File: src/rtl/rom_arbiter.sv
// Round-robin arbiter sharing one registered-address ROM among r requesters.
// One grant per clock; a requester served this cycle is masked from the next grant.
module rom_arbiter #(
    parameter int r = 4,
    parameter int n = 8,
    parameter int m = 512,
    localparam int a  = $clog2(m),
    localparam int PW = $clog2(r)
) (
    input  logic           clk,
    input  logic           rst,
    input  logic [r-1:0]   req_i,
    input  logic [r*a-1:0] addr_i,
    output logic [r-1:0]   valid_o,
    output logic [n-1:0]   data_o,
    output logic [a-1:0]   rom_addr_o,
    input  logic [n-1:0]   rom_data_i
);

    logic [PW-1:0] p_q, p_d;
    logic [r-1:0]  valid_q, valid_d;
    logic [a-1:0]  last_addr_q, last_addr_d;

    logic [r-1:0]  elig;
    logic          any_w;
    logic [PW-1:0] win;
    logic [PW-1:0] idx;
    logic [a-1:0]  win_addr;

    // Search upward from the pointer, wrapping at r-1.
    always_comb begin
        elig  = req_i & ~valid_q;
        any_w = 1'b0;
        win   = '0;
        idx   = '0;
        for (int i = 0; i < r; i++) begin
            idx = PW'((int'(p_q) + i) % r);
            if (!any_w && elig[idx]) begin
                any_w = 1'b1;
                win   = idx;
            end
        end
    end

    always_comb begin
        win_addr = '0;
        valid_d  = '0;
        for (int k = 0; k < r; k++) begin
            if (win == PW'(k)) begin
                win_addr   = addr_i[k*a +: a];
                valid_d[k] = any_w;
            end
        end
        p_d         = p_q;
        last_addr_d = last_addr_q;
        if (any_w) begin
            p_d         = (win == PW'(r-1)) ? '0 : win + 1'b1;
            last_addr_d = win_addr;
        end
    end

    always_ff @(posedge clk or posedge rst) begin
        if (rst) begin
            p_q         <= '0;
            valid_q     <= '0;
            last_addr_q <= '0;
        end else begin
            p_q         <= p_d;
            valid_q     <= valid_d;
            last_addr_q <= last_addr_d;
        end
    end

    assign rom_addr_o = any_w ? win_addr : last_addr_q;
    assign valid_o    = valid_q;
    assign data_o     = rom_data_i;

endmodule
File: config.mk
export PLATFORM = sky130hd
export DESIGN_NAME = rom_arbiter
export DESIGN_NICKNAME = d
export VERILOG_FILES = /design/src/rtl/rom_arbiter.sv
export SDC_FILE = /design/constraint.sdc
export NUM_CORES = 1
export LEC_CHECK = 0
export ABC_CLOCK_PERIOD_IN_PS = 7400
export CAP_MARGIN = 0
export CORE_MARGIN = 3
export CORE_UTILIZATION = 39
export CTS_CLUSTER_DIAMETER = 30
export DETAILED_ROUTE_END_ITERATION = 8
export MAX_ROUTING_LAYER = met4
export PLACE_DENSITY_LB_ADDON = 0.12
export SLEW_MARGIN = 15
export SYNTH_ARGS = -nofsm -noshare
export SYNTH_HDL_FRONTEND = slang
export SYNTH_SLANG_ARGS = --single-unit
export TNS_END_PERCENT = 5
File: constraint.sdc
create_clock -name clk -period 7.4 [get_ports clk]
set_input_delay 1.48 -clock clk [delete_from_list [all_inputs] [get_ports clk]]
set_output_delay 1.48 -clock clk [all_outputs]
set_load 0.02 [all_outputs]
==> summary.md <==
| Metric | Value |
|---|---|
| Status | complete, no violations |
| Yosys warnings | 0 |
| Max Freq | 159 MHz |
| Seq cells post-synth | 15 |
| Peak VDD IR | 255 µV |
| Cell variety after synth | 30 |
| Final wirelength | 2730 µm |
| Synth Area in Compound Gates | 26.8% |
| Pint | 390 µW |
| Gpl congestion | 0.784 |
| Initial antenna violation count | 0 |
| Hold WC Path Type | register to register |
| Worst-path cell chain | clkdlybuf4s50_1, nand2b_1, nand4_2, nor2_1, or2_1, ha_1, a221oi_1, a211o_1, a31oi_1, clkdlybuf4s50_1 |
| Sink Count | 15 |
| Post-route ant nets | 0 |
| Clk pwr share | 6.5% |
| Cts repair resizes | 0 |
| Adder-Cell Fraction of Synth Area | 4.56% |
| Psw | 323 µW |
| Sw frac | 45.3% |
| XOR/XNOR share of the synthesized area | 0% |
| Endpoint type of the worst setup path | primary output |
| Worst endpoint required time | 5.92 ns |
| Core ar. | 2570 µm² |
| Startpoint types | primary input |
| Combinational power share | 73.5% |
| Final critical-path required period | 6.29 ns |
| Seq pwr share | 20.0% |
| NumNets Final | 230 |
| Post-DP Area | 1550 µm² |
| Post-route setup TNS | 0 ns |
| Cell family with the largest share of critical-path delay | simple AND/OR/NAND/NOR gates |
| Final Power | 713 µW |
| Final std cell area, no fill | 1580 µm² |
| Remaining DRCs | 0 |
| Clk pin slew, worst setup/hold paths | 0.09 ns |
| Period utilization | 85.0% |
| Synth top area share | 34.2% |
| Starting Density | 42.7% |
| I/O pin count | 71 |
| Post-CTS setup buffers | 0 |
| Die Ht | 59.0 µm |
| CP arrival | 4.81 ns |
| Largest net degree at the start of global routing | 25 |
| Inserted Clock Buffers | 3 |
| Area Growth Syn to Fin | 43.9% |
| Vias per std cell | 5.05 |
| Final Util | 61.5% |
| CTS Hold Bufs | 0 |
| Worst skew pair latency | 0.28 ns |
| Most frequent CP cell | clkdlybuf4s50_1 |
| CP Class | primary input to primary output |
| Largest family of logic cells by synthesized area | compound AO/OA/AOI/OAI gates |
| RSZ-0062 raised after global routing | false |
| Max Buffers Root-to-Sink | 2 |
| # rows | 18 |
| Final max-slew violation count | 0 |
| Port bufs | 54 |
| Post-Syn Nets | 188 |
| DRT iter0 DRCs | 9 |
| Seq/Total Area, Yosys | 34.2% |
| CTS tree | yes |
| Vias in the first global route | 1,050 |
| Max-cap violation count | 0 |
| Worst Path Buf+Inv | 2 |
| Fin cells | 205 |
| DR vias | 1,036 |
| Syn Area/Cell | 8.19 µm² |
| Mux contribution to synthesized area | 1.03% |
| Synth Area in Simple Gates | 18.4% |
| Global-route wire length before repair | 4420 µm |
| Wire per inst | 13.3 µm |
| Slew HR | 57.6% |
| Die area | 3490 µm² |
| Diode count | 0 |
| Mapped cell area | 1100 µm² |
| Power per standard cell area | 451 nW/µm² |
| Chip width | 59.0 µm |
| Lkg Pwr | 0.000689 µW |
| H-tree levels | 1 |
| Highest net fanout along the worst path | 24 |
| Final setup viols | 0 |
| Cell taking the most area after synthesis | dfrtp_1 |
| Synth area leaders | dfrtp_1 (34%), a21oi_1 (11%), buf_4 (6.2%), a22oi_1 (5.5%), ha_1 (4.6%) |
| DRT Pass-1 Iters | 4 |
| Slowest cell on the critical path | clkdlybuf4s50_1 |
| Root Driver | clkbuf_4 |
| Synthesized instance count | 134 |
| Skew final | 0.00701 ns |
| Final HPWL DP | 2150 µm |
| Layout cell share with drive strength beyond 1 | 6.29% |
| Gr ovfl total | 0 |
| Tightest Pin Transition | 0.636 ns |
| Placed Cells | 201 |
| Critical Path Max Stage Delay | 0.64 ns |
| Fin. Hold Viols | 0 |
| Total GRT Usage | 17.0% |
## final timing paths
| check | cells past startpoint | from | slack (ns) | end |
|---|---|---|---|---|
| max | 10 | req_i[3] | 1.11 | rom_addr_o[7] |
| min | 2 | last_addr_q[7]$_DFF_PP0_ | 0.56 | last_addr_q[7]$_DFF_PP0_ |
| max reg2reg | 8 | valid_o[2]$_DFF_PP0_ | 4.64 | last_addr_q[7]$_DFF_PP0_ |
| min reg2reg | 2 | last_addr_q[7]$_DFF_PP0_ | 0.56 | last_addr_q[7]$_DFF_PP0_ |
| max in group asynchronous | 2 | rst | 5.45 | last_addr_q[6]$_DFF_PP0_ |
| min in group asynchronous | 2 | rst | 1.55 | last_addr_q[2]$_DFF_PP0_ |
## power by group through the flow
stage               logic [µW]  registers, µW  clock network (µW)
detailed placement         524            145                   0
floorplan                  365            150                   0
CTS                        528            143                48.6
global placement           518            144                   0
finish                     524            142                46.2
global route               580            148                51.2
## cell families (layout without fill, tap and decap cells)
kind of cell,Yosys count,after routing
simple gates,38,38
fa+ha+maj,4,4
flops,15,15
mux,1,1
compound gates,48,48
buf+inv,28,69
## per-layer routing
layer	track usage [%]	vias to the layer above	part of all wire (%)	wire length [µm]
li1	-	529	-	-
met1	21.0	465	42	1140
met2	29.0	38	52	1420
met3	3.92	4	5.6	153
met4	2.27	0	0.51	14
met5	-	-	0	0
## registers in the layout (all words and copies together) (netlist names)
register	count
last_addr_q	9
valid_o	4
p_q	2
## synthesized netlist by cell type
cell / n
buf_8: 1
buf_4: 9
nand2_1: 10
and2_1: 3
o21ai_0: 7
or2_1: 1
nand2b_1: 5
nand4_2: 1
ha_1: 4
nor2b_4: 1
o211ai_2: 1
and2_2: 1
a221oi_2: 1
buf_6: 1
dfrtp_1: 15
buf_2: 5
clkbuf_2: 1
inv_1: 10
a31oi_1: 2
a21o_1: 1
a21oi_1: 25
nor2_1: 12
or3_1: 1
a22oi_1: 8
a221oi_1: 1
inv_2: 1
nor4bb_1: 1
mux2_2: 1
nor2b_1: 2
a211o_1: 2
## through the flow
stage | worst slack, ns | hold slack [ns]
finish | 1.11 | 0.556
global route | 0.846 | 0.577
CTS | 1.14 | 0.557
detailed placement | 1.14 | 0.544
global placement | 1.24 | 0.534
floorplan | 2.57 | 0.568
## layout make-up
cell class,instances,area [µm²]
sequential,15,375
tap,30,37.5
clock inverter,1,5.00
multi-input combinational,91,557
clock buffer,3,22.5
inverter,11,41.3
fill,233,988
timing repair buffer,54,541
## layout by cell type (no fill, tap or decap), types with 2 or more instances in the layout
cell type / netlist / routed
ha_1: 4 / 4
o21ai_0: 7 / 7
a211o_1: 2 / 2
a22oi_1: 8 / 8
dfrtp_1: 15 / 15
nor2_1: 12 / 12
a21oi_1: 25 / 25
clkdlybuf4s50_1: 0 / 54
nand2b_1: 5 / 5
a31oi_1: 2 / 2
and2_1: 3 / 3
clkbuf_4: 0 / 3
nor2b_1: 2 / 2
nand2_1: 10 / 10
inv_1: 10 / 10
## worst min-delay path: stages (launching register included)
cell and delay (ns):
dfrtp_1 0.37, nor2_1 0.09, a31oi_1 0.06
Note: power is estimated with default switching activity, not from simulation.
